==> config.mk <==
export PLATFORM = sky130hd
export DESIGN_NAME = vic_param
export DESIGN_NICKNAME = d
export VERILOG_FILES = /design/src/rtl/vic_param.sv
export SDC_FILE = /design/constraint.sdc
export NUM_CORES = 1
export LEC_CHECK = 0
export ABC_CLOCK_PERIOD_IN_PS = 2200
export CAP_MARGIN = 0
export CORE_ASPECT_RATIO = 1.75
export CORE_UTILIZATION = 47
export DETAILED_ROUTE_END_ITERATION = 7
export HOLD_SLACK_MARGIN = 0.12
export PLACE_DENSITY = 0.76
export SLEW_MARGIN = 20
export SYNTH_ARGS = -nofsm -noshare
export SYNTH_HDL_FRONTEND = slang
export SYNTH_SLANG_ARGS = --single-unit
==> constraint.sdc <==
create_clock -name clk -period 2.2 [get_ports clk]
set_input_delay 0.22 -clock clk [delete_from_list [all_inputs] [get_ports clk]]
set_output_delay 0.22 -clock clk [all_outputs]
set_load 0.005 [all_outputs]
==> src/rtl/vic_param.sv <==
// Vectored interrupt controller: edge/level maskable requests, fixed or
// rotating priority, single-level intr/inta/eoi handshake with the core.
module vic_param #(
    parameter int NUM_IRQ = 8,
    parameter int VEC_W = 8,
    parameter logic [VEC_W-1:0] VEC_BASE = 'h20,
    parameter int VEC_SHIFT = 2,
    localparam int ID_W = $clog2(NUM_IRQ + 1)
) (
    input  logic               clk,
    input  logic               rst,
    input  logic [NUM_IRQ-1:0] irq_in,
    input  logic [NUM_IRQ-1:0] edge_mode,
    input  logic [NUM_IRQ-1:0] mask,
    input  logic               rotate,
    input  logic               inta,
    input  logic               eoi,
    output logic               intr,
    output logic [VEC_W-1:0]   vector,
    output logic               vector_valid,
    output logic [ID_W-1:0]    active_id,
    output logic [NUM_IRQ-1:0] in_service,
    output logic [NUM_IRQ-1:0] pending
);

    typedef enum logic [1:0] {IDLE, REQ, SERVICE} state_t;

    localparam logic [ID_W-1:0] NONE = ID_W'(NUM_IRQ);

    state_t             state_q, state_d;
    logic [NUM_IRQ-1:0] irq_d_q;
    logic [NUM_IRQ-1:0] pending_q, pending_d;
    logic [NUM_IRQ-1:0] isv_q, isv_d;
    logic [ID_W-1:0]    aid_q, aid_d;
    logic [ID_W-1:0]    rot_q, rot_d;
    logic [VEC_W-1:0]   vec_q, vec_d;
    logic               intr_q, intr_d;
    logic               vv_q, vv_d;

    logic [NUM_IRQ-1:0] cand;
    logic [NUM_IRQ-1:0] ack_clr;
    logic [ID_W-1:0]    start, win, win_hi, win_lo;
    logic               hit_hi, hit_lo;

    function automatic logic [VEC_W-1:0] vec_of(input logic [ID_W-1:0] id);
        return VEC_BASE + (VEC_W'(id) << VEC_SHIFT);
    endfunction

    assign cand  = pending_q & ~mask;
    assign start = rotate ? rot_q : '0;

    // First candidate at or above start, else the lowest one (wrap-around).
    always_comb begin
        hit_hi = 1'b0;
        hit_lo = 1'b0;
        win_hi = NONE;
        win_lo = NONE;
        for (int i = 0; i < NUM_IRQ; i++) begin
            if (!hit_hi && cand[i] && ID_W'(i) >= start) begin
                hit_hi = 1'b1;
                win_hi = ID_W'(i);
            end
            if (!hit_lo && cand[i]) begin
                hit_lo = 1'b1;
                win_lo = ID_W'(i);
            end
        end
        win = hit_hi ? win_hi : (hit_lo ? win_lo : NONE);
    end

    always_comb begin
        state_d = state_q;
        intr_d  = intr_q;
        vv_d    = 1'b0;
        vec_d   = vec_q;
        aid_d   = aid_q;
        isv_d   = isv_q;
        rot_d   = rot_q;
        ack_clr = '0;
        unique case (state_q)
            IDLE: begin
                if (|cand) begin
                    state_d = REQ;
                    intr_d  = 1'b1;
                end
            end
            REQ: begin
                if (inta) begin
                    intr_d = 1'b0;
                    vv_d   = 1'b1;
                    if (|cand) begin
                        isv_d   = NUM_IRQ'(1) << win;
                        aid_d   = win;
                        vec_d   = vec_of(win);
                        ack_clr = (NUM_IRQ'(1) << win) & edge_mode;
                        state_d = SERVICE;
                    end else begin
                        aid_d   = NONE;
                        vec_d   = vec_of(NONE);
                        state_d = IDLE;
                    end
                end
            end
            SERVICE: begin
                if (eoi) begin
                    isv_d   = '0;
                    aid_d   = NONE;
                    state_d = IDLE;
                    if (rotate) begin
                        rot_d = (aid_q == ID_W'(NUM_IRQ - 1)) ? '0 : aid_q + 1'b1;
                    end
                end
            end
            default: state_d = IDLE;
        endcase
    end

    // A fresh edge wins over the acknowledge clear in the same cycle.
    assign pending_d = (edge_mode & ((pending_q & ~ack_clr) | (irq_in & ~irq_d_q)))
                     | (~edge_mode & irq_in);

    always_ff @(posedge clk or posedge rst) begin
        if (rst) begin
            state_q   <= IDLE;
            irq_d_q   <= '0;
            pending_q <= '0;
            isv_q     <= '0;
            aid_q     <= NONE;
            rot_q     <= '0;
            vec_q     <= '0;
            intr_q    <= 1'b0;
            vv_q      <= 1'b0;
        end else begin
            state_q   <= state_d;
            irq_d_q   <= irq_in;
            pending_q <= pending_d;
            isv_q     <= isv_d;
            aid_q     <= aid_d;
            rot_q     <= rot_d;
            vec_q     <= vec_d;
            intr_q    <= intr_d;
            vv_q      <= vv_d;
        end
    end

    assign intr         = intr_q;
    assign vector       = vec_q;
    assign vector_valid = vv_q;
    assign active_id    = aid_q;
    assign in_service   = isv_q;
    assign pending      = pending_q;

endmodule
* Word-level counts from Yosys, hierarchy flattened
Index checks and enable logic that the tools add are counted.
Cells by class: add/subtract/negate cells 2, $mul 0, div/mod/pow operators 0, $lt $le $gt $ge 8, eq/ne operators 7, shift-type cells 1, muxes and demuxes 58, bitwise logic cells 12, reductions and logical operators 46
Operators with widths (count):
- $mux 4 | 23
- $and 8x8->8 | 6
- $mux 8 | 6
- $not 8->8 | 4
- $logic_and 1x1->1 | 22
- $mux 1 | 20
- $ge 3x4->1 const A | 4
- $or 8x8->8 | 2
- $pmux 8 s2 | 1
- $logic_not 1->1 | 14
- $reduce_and 3->1 | 4
- $ge 1x4->1 const A | 2
- $ge 2x4->1 const A | 2
- $mux 2 | 4
- $ne 2x2->1 const B | 4
- $pmux 4 s2 | 1
- $reduce_or 8->1 | 1
- $shl 1x4->8 const A | 1
- $add 6x6->7 const A | 1
- $mux 7 | 1
- $pmux 2 s3 | 1
- $add 4x1->4 const B | 1
- $eq 4x3->1 const B | 1
- $reduce_and 4->1 | 1
- other kinds (6) | 7
Storage, ports and cells: register bits after elaboration 44, bits in latches 0, RAM bits 0, memory bits (read-only) 0, logic and storage cells 143, memories kept 0

* Depth between registers and ports, before layout
Gate-level depths: netlist (run 1).
depth in word-level cells 43, depth in mapped cells 8, mapped depth without buffers 6

* Least setup slack after synthesis (run 1)
Ideal clock, no wire load.
path kind reg-to-reg, start point register pending_q[3], in the netlist pending[3], end point register pending_q[1], in the netlist pending[1], library setup time 130 ps, arrival time 1693 ps, data required time 2070 ps, slack 377 ps, cell stages (with the launch flop) 7, path buffers 0, cell sequence dfrtp_1 > and2b_1 > nor4_4 > o21ai_1 > o22ai_1 > o31a_2 > a31oi_1
Between the ends: word-level cells in the longest chain between the ends 31, elaborated cells between the ends (all ways) 57
RTL lines:
- from (decl) | line 32 | logic [NUM_IRQ-1:0] pending_q, pending_d;
- from (signal assigned) | line 136 | pending_q <= pending_d;
- $and 8x8->8 * | line 49 | assign cand = pending_q & ~mask;
- $logic_and 1x1->1 (2 in series) | line 59 | if (!hit_hi && cand[i] && ID_W'(i) >= start) begin
- $mux 1 | line 59
- $logic_not 1->1 | line 59
- $logic_and 1x1->1 (2 in series) | line 59
- $mux 1 | line 59
- $logic_not 1->1 | line 59
- $logic_and 1x1->1 (2 in series) | line 59
- [13 not listed]
- $mux 8 * | line 88 | if (inta) begin
- $mux 8 * | line 80 | unique case (state_q)
- $not 8->8 * | line 119 | assign pending_d = (edge_mode & ((pending_q & ~ack_clr) | (irq_in & ~irq_d_q)))
- $and 8x8->8 * | line 119
- $or 8x8->8 * | line 119
- $and 8x8->8 * | line 119
- $or 8x8->8 * | line 120 | | (~edge_mode & irq_in);
- named net pending_d[1] | line 32
The timed path passes the listed nets; every way through them passes the cells marked *. A chain may end at the register's enable or synchronous reset.

* Final worst setup path (run 1)
start point register rot_q[1], end point register isv_q[7], in the netlist in_service[7]
Between the ends: word-level cells in the longest chain between the ends 37, elaborated cells between the ends (all ways) 52
RTL lines:
- from (decl) | line 35 | logic [ID_W-1:0] rot_q, rot_d;
- from (signal assigned) | line 139 | rot_q <= rot_d;
- $mux 4 * | line 50 | assign start = rotate ? rot_q : '0;
- $ge 1x4->1 | line 59
- $logic_and 1x1->1 | line 59
- $mux 1 | line 59
- $logic_not 1->1 | line 59
- $logic_and 1x1->1 (2 in series) | line 59
- $mux 1 | line 59
- $logic_not 1->1 | line 59
- [19 not listed]
- $logic_not 1->1 | line 59
- $logic_and 1x1->1 (2 in series) | line 59
- $mux 4 / $mux 1 (equally long branches) | line 59
- $mux 4 * | line 68 | win = hit_hi ? win_hi : (hit_lo ? win_lo : NONE);
- $shl 1x4->8 * | line 92 | isv_d = NUM_IRQ'(1) << win;
- $mux 8 * | line 91 | if (|cand) begin
- $mux 8 * | line 88
- $pmux 8 s2 * | line 80
- to (signal assigned) | line 137 | isv_q <= isv_d;
- to (decl) | line 33 | logic [NUM_IRQ-1:0] isv_q, isv_d;
Every way passes the cells marked *; elsewhere a longest branch is shown, timed or not. The select of a mux whose other input is x is not followed.

==> results of run 1 <==
-- cells in the final DEF (no fill, tap or decap), types with 6 or more instances in the layout --
cell | netlist | final
sky130_fd_sc_hd__a21boi_0 | 8 | 8
sky130_fd_sc_hd__a21o_1 | 6 | 6
sky130_fd_sc_hd__a21oi_1 | 18 | 18
sky130_fd_sc_hd__a31oi_1 | 6 | 6
sky130_fd_sc_hd__and2b_1 | 7 | 7
sky130_fd_sc_hd__buf_4 | 4 | 25
sky130_fd_sc_hd__clkbuf_8 | 0 | 6
sky130_fd_sc_hd__clkdlybuf4s50_1 | 0 | 54
sky130_fd_sc_hd__dfrtp_1 | 40 | 40
sky130_fd_sc_hd__nand2_1 | 20 | 20
sky130_fd_sc_hd__nor2_1 | 12 | 12
sky130_fd_sc_hd__o21ai_1 | 13 | 13
-- area by class of cell --
type | count | area, sq um
Fill cell | 303 | 1180
Sequential cell | 41 | 1030
Multi-Input combinational cell | 149 | 972
Timing Repair Buffer | 83 | 801
Clock buffer | 6 | 82.6
Tap cell | 49 | 61.3
Inverter | 5 | 18.8
Clock inverter | 1 | 7.51
-- metal layers --
metal / routed length [um] / share of wire, % / vias to the layer above
met3: 144 / 2.7 / 10
li1: - / - / 896
met4: 128 / 2.4 / 0
met5: 0 / 0 / -
met1: 2160 / 40 / 897
met2: 2990 / 55 / 42
-- worst max-delay path by stage --
stage,from,to,slack (ns),cells after the start
floorplan,pending[3],pending[1],0.38,6
global placement,rotate,vector[3],-0.09,8
detailed placement,rotate,in_service[3],-0.18,8
CTS,rot_q[1],in_service[7],0.1,7
global route,rot_q[1],in_service[2],0.006,7
finish,rot_q[1],in_service[7],0.14,7
-- tightest hold or removal path, stage by stage --
cell and delay [ns]:
sky130_fd_sc_hd__clkdlybuf4s50_1 0.39, sky130_fd_sc_hd__inv_1 0.05, sky130_fd_sc_hd__buf_4 0.43
-- through the flow --
step	area (sq um)	setup TNS, ns
finish	2970	0
detailed placement	2860	-2.04
global route	2970	0
global placement	2860	-1.02
CTS	2950	0
floorplan	2070	0
-- flip-flops by register name (all words and copies together) (netlist names) --
name / count
in_service: 8
irq_d_q: 8
active_id: 4
state_q: 2
vector_valid: 1
intr: 1
vector: 5
pending: 8
rot_q: 4
-- power groups by stage --
stage               Sequential, mW  Combinational, mW  Clock, mW
global placement              1.17               1.50          0
detailed placement            1.18               1.51          0
global route                  1.19               1.68      0.528
floorplan                     1.15              0.724          0
CTS                           1.16               1.53      0.504
finish                        1.16               1.55      0.494
-- kinds of logic (layout without fill, tap and decap cells) --
group           Yosys count  after routing  share of synthesized area (%)
compound gates           72             72                           25.5
simple gates             70             70                           19.0
flops                    41             41                           49.8
buf+inv                  12             95                           3.34
mux                       2              2                           1.09
fa+ha+maj                 1              1                          0.607
other cells               1              3                          0.182
xor+xnor                  1              1                          0.425
-- timing repair --
item | in CTS | in global routing
setup buffers | 0 | 2
endpoints found under the hold margin | 0 | 0
setup endpoints to repair | 0 | 4
resized for setup | 0 | 1
==> summary by stage, run 1 <==
Floorplanning
The total die area is 0.00466 sq mm. The die boundary height is 89.6 um. The core region is 0.00415 sq mm. 59 I/O pins were placed. The initialized floorplan defines 31 standard-cell rows. Once the floorplan was initialized, standard cells occupied 49.7% of the core. The die is 52.1 um wide.

Worst hold path
The class of the tightest hold or removal check is primary input to asynchronous set/reset pin.

Synth
The number of synthesized register bits is 41. The prevailing post-synth register cell is sky130_fd_sc_hd__dfrtp_1. The cell count after synthesis is 200. During synthesis, Yosys emitted a total of 0 warnings. The summed instance area of the synthesized netlist is 0.00206 sq mm. The number of enable-type register cells in the synthesized netlist is 0. The proportion of synthesized flip-flops having asynchronous set or reset is 100%.

After synthesis, the most frequently instantiated cells are sky130_fd_sc_hd__dfrtp_1, sky130_fd_sc_hd__nand2_1, sky130_fd_sc_hd__a21oi_1. The distinct cell type count after synthesis is 48. The top cell type by total area after synthesis is sky130_fd_sc_hd__dfrtp_1. Yosys attributes the largest share of cell area to sky130_fd_sc_hd__dfrtp_1, sky130_fd_sc_hd__a21oi_1, sky130_fd_sc_hd__nand2_1, sky130_fd_sc_hd__o21ai_1, sky130_fd_sc_hd__a21boi_0. The area share of the leading cell type in the synthesized netlist is 48.6%. A synthesized cell averages 10.3 sq um. The sequential cell area fraction in the yosys report is 49.8%. The most instantiated library cell after synthesis is sky130_fd_sc_hd__dfrtp_1.

Job
The number of maximum-capacitance violations is 0.

Clock tree
The clock root buffer is sky130_fd_sc_hd__clkbuf_8. The clock reaches the later pin of the worst-skew pair after 0.28 ns. The number of buffers inserted during clock tree synthesis is 5.

After clock tree synthesis, the clock-pin slew on the worst setup and hold paths is 0.08 ns. Counting along the longest clock path gives a buffer depth of 2. In this run, post-CTS hold repair placed 0 buffers. In this run the number of H-tree levels came out at 2.

The number of sinks driven by the clock tree is 41. The clock tree from TritonCTS is done.

Power and ir drop
The total power of the final layout is 3.21 mW. Sequential cells account for 36.3% of the total power. Dividing total power by cell area gives a power density of 1080 mW/mm^2. The internal portion of total power is 2.08 mW.

Combinational logic burns 48.3% of the power. In this run switching power makes up 35.3% of total power. IR analysis of the VDD net gives a maximum drop of 0.000965 V.

In this run, the clock network consumes 15.4% of the power. The analysis attributes to net switching a power of 1.13 mW. The total leakage power is 1.30 nW.

Detailed routing
In the routed layout, each cell is associated on average with a via count of 5.52. Once detail routing completed, the nets flagged for antenna violations numbered 0. The detailed-route wire length per cell is 16.2 um. The total via count in the routed design is 1845.

For this run, the detailed router's first-pass iteration total came to 4. The post-route DRC violation count is 0. The routed design has 5420 um of wire. The detailed router finished its first iteration with 43 violations.

Worst setup path
The startpoint identified for the worst register-to-register timing path is rot_q[1]. The critical path capture point type is a register. The data arrival at the endpoint of the critical path is 2.28 ns. In this run the critical register-to-register path is captured at in_service[7].

For the worst flop-to-flop path, the logic depth is 7. The family of cells with the greatest summed delay on the critical path is compound AO/OA/AOI/OAI gates. Of all nets on the critical path, the largest fanout is 13. The slowest stage of the critical path is the sky130_fd_sc_hd__dfrtp_1 cell. The stage delay of the slowest cell on the critical path is 0.44 ns.

The category of the worst setup path launch point is a register. The critical path goes through o211ai_1, a31oi_1, a31oi_4, o311ai_4, buf_12, or3_1, o21ai_1. The required time at the worst-slack endpoint is 2.41 ns. The kind of critical path is register to register. Together, buffers and inverters on the worst path number 1. Across all register-to-register paths, the minimum setup slack is 0.14 ns.

Global route
The most heavily used metal layer in global routing is met2. Global routing used 29.5% of the available met1 tracks. The via count of the first global-routing pass is 1830. The first global-routing pass estimated 8660 um of wire. The initial antenna violation count was 0. In the global route stage, overall resource usage came out at 25.5%. The maximum number of pins on one net before global-route repair is 42.

The sum of overflow across all layers after global routing is 0. Global routing consumed, on the met3 layer, 3.03% of the routing resources. In the global route stage, met2 resource usage came out at 46.3%.

STA
Setup repair after global routing left no endpoint under its margin. The part of the cycle the worst path needs is 93.9%. Measured against its own limit, the worst slew margin works out to 65.9%. The setup-violating endpoint count in the final report is 0. The highest achievable clock rate is 484 MHz. The time the final worst path needs with I/O delays and setup is 2.06 ns. For the pin with the worst max-slew slack, the measured transition is 0.511 ns. On the final layout, the worst clock skew is 0.00516 ns. The worst hold margin is 0.355 ns. In the post-route analysis, the smallest setup slack over all paths is 0.135 ns. The number of slew-limit violations in the final report is 0. The hold violation count in the final report was 0.

Place
Port buffering added 55 buffers. The number of placed instances, taps included, is 325. The routability-driven placement congestion ratio is 0.890. The minimum setup slack after placement is -0.181 ns. The final HPWL from detailed placement is 4030 um.

Final layout
Compared with the post-synthesis result, the final layout area differs by 44.1%. The net count of the finished layout is 315. The post-route netlist has 17.9% of its cells at a drive strength greater than 1. Excluding fillers, the count of instances in the completed layout stands at 334. The number of antenna repair diodes is 0. At the end of the flow the core is filled with cells to 71.6%.

Run status
The flow ran to the end, and the final reports show no timing, DRC or antenna violations.
Power figures use the tool's default switching activity.
==> run 2, diff against run 1 <==
- ABC_CLOCK_PERIOD_IN_PS: 2200 -> 2170
- CAP_MARGIN: 0 -> unset
- MAX_ROUTING_LAYER: unset -> met4
- clock period: 2.2 -> 2.17 ns (I/O delays scaled with it)
==> summary by stage, run 2 (synthesis gave the netlist of run 1 again) <==
Run status
Result of the run: completed (unchanged).

Worst setup path
The reg-to-reg critical path endpoint is in_service[3] (was in_service[7]). The data arrival at the endpoint of the critical path is 2.25 ns (was 2.28 ns). The kind of critical path was register to register (unchanged). The largest driver fanout on the critical path is 13 (unchanged).

The required time at the worst-slack endpoint is 2.38 ns (was 2.41 ns). The critical-path cell with the highest stage delay is sky130_fd_sc_hd__dfrtp_1 (unchanged). The critical path capture point type is a register (unchanged). The stage delay of the slowest cell on the critical path is 0.45 ns (was 0.44 ns). The logic depth of the worst register-to-register path was 7 (unchanged). The family of cells with the greatest summed delay on the critical path is compound AO/OA/AOI/OAI gates (unchanged).

The startpoint of the worst register-to-register path is rot_q[1] (unchanged). The sum of buffers and inverters on the critical path came to 1 (unchanged). The setup slack of the worst register-to-register path is 0.13 ns (was 0.14 ns). Critical path cell sequence: o211ai_1, a31oi_1, a31oi_4, o311ai_4, buf_12, or3_1, o21ai_1 (unchanged). The category of the worst setup path launch point is a register (unchanged).

Detailed routing
The number of antenna-violating nets in the routed design is 0 (unchanged). The detailed-router iteration count before antenna repair is 4 (unchanged). The average vias per placed instance came to 5.48 (was 5.52).

The total wire length is 5300 um (was 5420 um). The post-route DRC violation count came to 0 (unchanged). The detailed-route wire length per cell was 15.8 um (was 16.2 um).

The number of DRC markers in iteration 0 was 33 (was 43). The total via count in the routed design is 1835 (was 1845).

STA
The part of the cycle the worst path needs is 94.0% (was 93.9%). The time the final worst path needs with I/O delays and setup is 2.04 ns (was 2.06 ns). The relative slew slack is 65.9% (about the same). The transition time at the pin with the least slew margin is 0.511 ns (about the same). The hold violation count in the final report is 0 (unchanged).

RSZ-0062 raised after global routing: false (unchanged). The highest achievable clock rate was 490 MHz (was 484 MHz). The number of slew-limit violations in the final report is 0 (unchanged). The least setup slack across all paths after layout was 0.129 ns (was 0.135 ns). The setup-violating endpoint count in the final report was 0 (unchanged). The worst clock skew is 0.00911 ns (was 0.00516 ns).

Final layout
The fraction of final layout cells sized beyond drive strength 1 is 17.5% (was 17.9%). The final standard cell area without fillers is 0.00296 sq mm (was 0.00297 sq mm). The commonest non-fill, non-tap cell in the layout is sky130_fd_sc_hd__clkdlybuf4s50_1 (unchanged). The layout net count is 315 (unchanged). The growth of design area from synthesis to finish is 43.5% (was 44.1%). The number of antenna repair diodes is 0 (unchanged). Most frequent cells in the layout: sky130_fd_sc_hd__clkdlybuf4s50_1, sky130_fd_sc_hd__dfrtp_1, sky130_fd_sc_hd__buf_4 (unchanged).

Clock tree
The clock latency on the worst-skew pair is 0.29 ns (was 0.28 ns). The number of buffers inserted during clock tree synthesis was 5 (unchanged). The clock root buffer is sky130_fd_sc_hd__clkbuf_8 (unchanged). The clock tree from TritonCTS is done (unchanged). The number of buffers inserted for hold repair after clock tree synthesis came to 0 (unchanged). The worst-case clock buffer depth is 2 (unchanged).

The clock-pin slew on the worst setup and hold paths came to 0.07 ns (was 0.08 ns). The total number of H-tree levels is 2 (unchanged). The number of sinks driven by the clock tree is 41 (unchanged).

Global route
The initial antenna violation count is 0 (unchanged). The via count of the first global-routing pass came to 1753 (was 1830). The first-pass GRT wire length came to 8290 um (was 8660 um). The total routing usage reported by global routing is 25.4% (was 25.5%). The maximum number of pins on one net before global-route repair is 42 (unchanged). The sum of overflow across all layers after global routing is 0 (unchanged).

Place
The instance area at placement is 0.00286 sq mm (about the same). The minimum setup slack after placement is -0.166 ns (was -0.181 ns). The final HPWL from detailed placement is 4010 um (was 4030 um). The port buffer count is 55 (unchanged). The routability-driven placement congestion ratio is 0.855 (was 0.890).

Job
The number of maximum-capacitance violations is 0 (unchanged).

Floorplanning
The overall die width came to 52.1 um (unchanged). The total die area is 0.00466 sq mm (unchanged). The row count is 31 (unchanged).

The die boundary height is 89.6 um (unchanged). The I/O pin count is 59 (unchanged). The effective utilization at floorplan is 49.7% (unchanged). The core outline area is 0.00415 sq mm (unchanged).

Power and ir drop
The total leakage power came to 1.30 nW (about the same). The total power density per cell area came to 1090 mW/mm^2 (was 1080 mW/mm^2). The worst vdd rail ir drop is 0.000812 V (was 0.000965 V).

Worst hold path
The class of the tightest hold or removal check is primary input to asynchronous set/reset pin (unchanged).
-- run 2: cell count changes in the layout (fill, tap and decap cells not counted) --
| cell | before | now |
|---|---|---|
| sky130_fd_sc_hd__buf_12 | 3 | 2 |
| sky130_fd_sc_hd__buf_4 | 25 | 26 |
| sky130_fd_sc_hd__clkinvlp_4 | 1 | 0 |
| sky130_fd_sc_hd__clkbuf_1 | 0 | 2 |
-- run 2: repair_timing --
action / CTS / global route
gates resized for setup: 0 / 1
buffers inserted: 0 / 1
endpoints found under the hold margin: 0 / 0
setup endpoints to repair: 0 / 4
-- run 2: worst max-delay path by stage --
stage	from	end	slack, ns	depth (start not counted)
final	rot_q[1]	in_service[3]	0.13	7
after global routing	rot_q[1]	in_service[6]	0.02	7
after CTS	rot_q[1]	in_service[3]	0.06	7
after floorplan	pending[3]	pending[1]	0.35	6
after detailed placement	rotate	in_service[3]	-0.17	8
after global placement	rotate	vector[3]	-0.11	8
-- run 2: layout make-up --
class / count / area, sq um
fillers: 311 / 1190
flip-flops and latches: 41 / 1030
multi-input cells: 149 / 972
repair buffers: 83 / 788
clock buffers: 8 / 90.1
well taps: 49 / 61.3
inverters: 5 / 18.8
-- run 2: layer usage --
layer	vias to the layer above	track usage [%]	share of wire, %
li1	892	-	-
met1	888	28.2	40
met2	41	44.4	55
met3	14	3.37	2.1
met4	0	11.5	2.8
met5	-	-	0
-- run 2: worst min-delay path: cells and delay by family --
kind	cells	cell delay [ns]
buf+inv	3	0.87
-- run 2: where the power goes --
part / internal [mW] / switching [mW]
Clock: 0.259 / 0.250
Sequential: 0.993 / 0.191
Combinational: 0.839 / 0.694
Total: 2.09 / 1.13
-- run 2: metrics by stage --
stage          TNS (ns)  std cells  util [%]  hold slack (ns)  power (mW)
2_1_floorplan         0        202         -            0.248        1.90
3_3_place_gp      -1.40        326      68.9            0.464        2.69
3_5_place_dp      -1.72        326      68.9            0.465        2.71
4_1_cts               0        334      71.0            0.372        3.23
5_1_grt               0        335      71.3            0.390        3.42
6_report              0        335      71.3            0.349        3.23
==> run 3, diff against run 2 <==
- GPL_TIMING_DRIVEN: unset -> 0
- SLEW_MARGIN: 20 -> 5
==> summary by stage, run 3 (synthesis gave the netlist of run 1 again) <==
Run status
Result of the run: completed (unchanged).

Power and ir drop
The worst vdd rail ir drop is 0.000789 V (was 0.000812 V). The total power density per cell area came to 1130 mW/mm^2 (was 1090 mW/mm^2). The total power of the final layout came to 3.29 mW (was 3.23 mW). The total leakage power was 1.23 nW (was 1.30 nW).

Detailed routing
The post-route DRC violation count is 0 (unchanged). The detailed-router iteration count before antenna repair was 4 (unchanged). The total wire length was 5160 um (was 5300 um). The number of antenna-violating nets in the routed design is 0 (unchanged). The total via count in the routed design was 1810 (was 1835). The number of DRC markers in iteration 0 is 53 (was 33). The detailed-route wire length per cell came to 16.1 um (was 15.8 um).

The average vias per placed instance is 5.66 (was 5.48).

Clock tree
The clock-pin slew on the worst setup and hold paths came to 0.08 ns (was 0.07 ns). The worst-case clock buffer depth is 2 (unchanged). The number of buffers inserted during clock tree synthesis is 5 (unchanged). The total number of H-tree levels is 2 (unchanged). The number of sinks driven by the clock tree came to 41 (unchanged). The clock root buffer is sky130_fd_sc_hd__clkbuf_8 (unchanged).

The clock tree from TritonCTS is done (unchanged). The clock latency on the worst-skew pair is 0.29 ns (about the same).

Global route
The via count of the first global-routing pass is 1722 (was 1753). The initial antenna violation count is 0 (unchanged). The first-pass GRT wire length is 7890 um (was 8290 um). The sum of overflow across all layers after global routing came to 0 (unchanged). The maximum number of pins on one net before global-route repair came to 42 (unchanged). The total routing usage reported by global routing was 23.9% (was 25.4%).

Place
The routability-driven placement congestion ratio is 0.878 (was 0.855). The instance area at placement is 0.00267 sq mm (was 0.00286 sq mm). The port buffer count is 54 (was 55).

The final HPWL from detailed placement is 3730 um (was 4010 um).

Floorplanning
The overall die width was 52.1 um (unchanged). The total die area is 0.00466 sq mm (unchanged). The core outline area came to 0.00415 sq mm (unchanged).

The row count is 31 (unchanged). The die boundary height is 89.6 um (unchanged). The I/O pin count came to 59 (unchanged). The effective utilization at floorplan came to 49.7% (unchanged).

Final layout
The commonest non-fill, non-tap cell in the layout is sky130_fd_sc_hd__clkdlybuf4s50_1 (unchanged). The final standard cell area without fillers is 0.00291 sq mm (was 0.00296 sq mm). The multi-input logic area is 0.00104 sq mm (was 972 sq um). The layout net count is 300 (was 315). The filler cell count in the final layout is 320 (was 311). The fraction of final layout cells sized beyond drive strength 1 is 17.0% (was 17.5%).

Most frequent cells in the layout: sky130_fd_sc_hd__clkdlybuf4s50_1, sky130_fd_sc_hd__dfrtp_1, sky130_fd_sc_hd__nand2_1 (was sky130_fd_sc_hd__clkdlybuf4s50_1, sky130_fd_sc_hd__dfrtp_1, sky130_fd_sc_hd__buf_4). The growth of design area from synthesis to finish is 41.3% (was 43.5%). The number of antenna repair diodes came to 0 (unchanged). The area used by sequential logic in the layout was 0.00103 sq mm (about the same).

STA
The worst clock skew is 0.00675 ns (was 0.00911 ns). The setup-violating endpoint count in the final report came to 0 (unchanged). The transition time at the pin with the least slew margin was 0.827 ns (was 0.511 ns). The hold violation count in the final report is 0 (unchanged).

The part of the cycle the worst path needs was 95.8% (was 94.0%). The number of slew-limit violations in the final report is 0 (unchanged). The time the final worst path needs with I/O delays and setup was 2.08 ns (was 2.04 ns). The relative slew slack is 44.8% (was 65.9%). The highest achievable clock rate is 481 MHz (was 490 MHz). RSZ-0062 raised after global routing: true (was false).

Worst setup path
The data arrival at the endpoint of the critical path was 2.30 ns (was 2.25 ns). Critical path cell sequence: and2b_1, a22oi_2, a31oi_4, o311ai_4, buf_2, buf_4, nand3_2, o21ai_1 (was o211ai_1, a31oi_1, a31oi_4, o311ai_4, buf_12, or3_1, o21ai_1). The critical-path cell with the highest stage delay is sky130_fd_sc_hd__dfrtp_1 (unchanged). The largest driver fanout on the critical path is 5 (was 13). The required time at the worst-slack endpoint is 2.39 ns (was 2.38 ns). The kind of critical path is register to register (unchanged). The stage delay of the slowest cell on the critical path is 0.40 ns (was 0.45 ns). The critical path capture point type is a register (unchanged). The category of the worst setup path launch point is a register (unchanged).

Worst hold path
The class of the tightest hold or removal check is primary input to register (was primary input to asynchronous set/reset pin).

Job
The number of maximum-capacitance violations came to 0 (unchanged).
[run 3: changes by cell type in the layout (fill, tap and decap cells not counted), moves of 2 or more]
cell,change
sky130_fd_sc_hd__nor4_4,+2
sky130_fd_sc_hd__buf_4,-17
sky130_fd_sc_hd__buf_6,+2
sky130_fd_sc_hd__nor4_2,+2
sky130_fd_sc_hd__nor4_1,-4
sky130_fd_sc_hd__buf_12,-2
[run 3: timing repair]
item,4_1_cts,5_1_grt
setup endpoints to repair,0,18
gates resized for setup,0,14
buffers inserted,0,6
hold buffers,0,0
[run 3: final cells by class]
cell class | count | area share, %
Buffer | 7 | 1.80
Inverter | 5 | 0.644
Sequential cell | 41 | 35.3
Tap cell | 49 | 2.10
Clock inverter | 1 | 1.03
Multi-Input combinational cell | 149 | 35.7
Clock buffer | 7 | 2.96
Timing Repair Buffer | 61 | 20.4
[run 3: critical path, delay by kind of cell (launching register included)]
family / cells / cell delay [ns]
AOI/OAI and AO/OA: 4 / 0.92
and+or+nand+nor: 2 / 0.30
DFF: 1 / 0.40
buffers and inverters: 2 / 0.37
[run 3: metrics by stage]
stage	hold WS [ns]	TNS (ns)	instances	util (%)	setup slack, ns
2_1_floorplan	0.248	0	202	-	0.347
3_3_place_gp	0.467	-3.60	305	64.3	-0.215
3_5_place_dp	0.473	-4.13	305	64.3	-0.233
4_1_cts	0.368	0	313	67.1	0.0467
5_1_grt	0.381	-0.00204	320	70.2	-0.00204
6_report	0.371	0	320	70.2	0.0908
[run 3: routing by layer]
layer	track usage, %	vias up	wire, um
li1	-	868	-
met3	4.04	6	132
met4	11.1	0	72
met1	27.0	900	2040
met2	40.6	36	2910
met5	-	-	0
[run 3: final timing paths]
check	start	slack [ns]	to	cells past startpoint
max	pending[1]	0.09	in_service[1]	8
min	rotate	0.37	rot_q[2]	3
max reg2reg	pending[1]	0.09	in_service[1]	8
min reg2reg	vector[6]	0.48	vector[6]	1
max in group asynchronous	rst	1.19	rot_q[1]	2
min in group asynchronous	rst	0.41	active_id[1]	2
[run 3: where the power goes]
part           switching [mW]  internal (mW)  leakage (nW)
clock                   0.258          0.375        0.0585
combinational           0.722          0.748         0.667
sequential              0.191          0.994         0.500
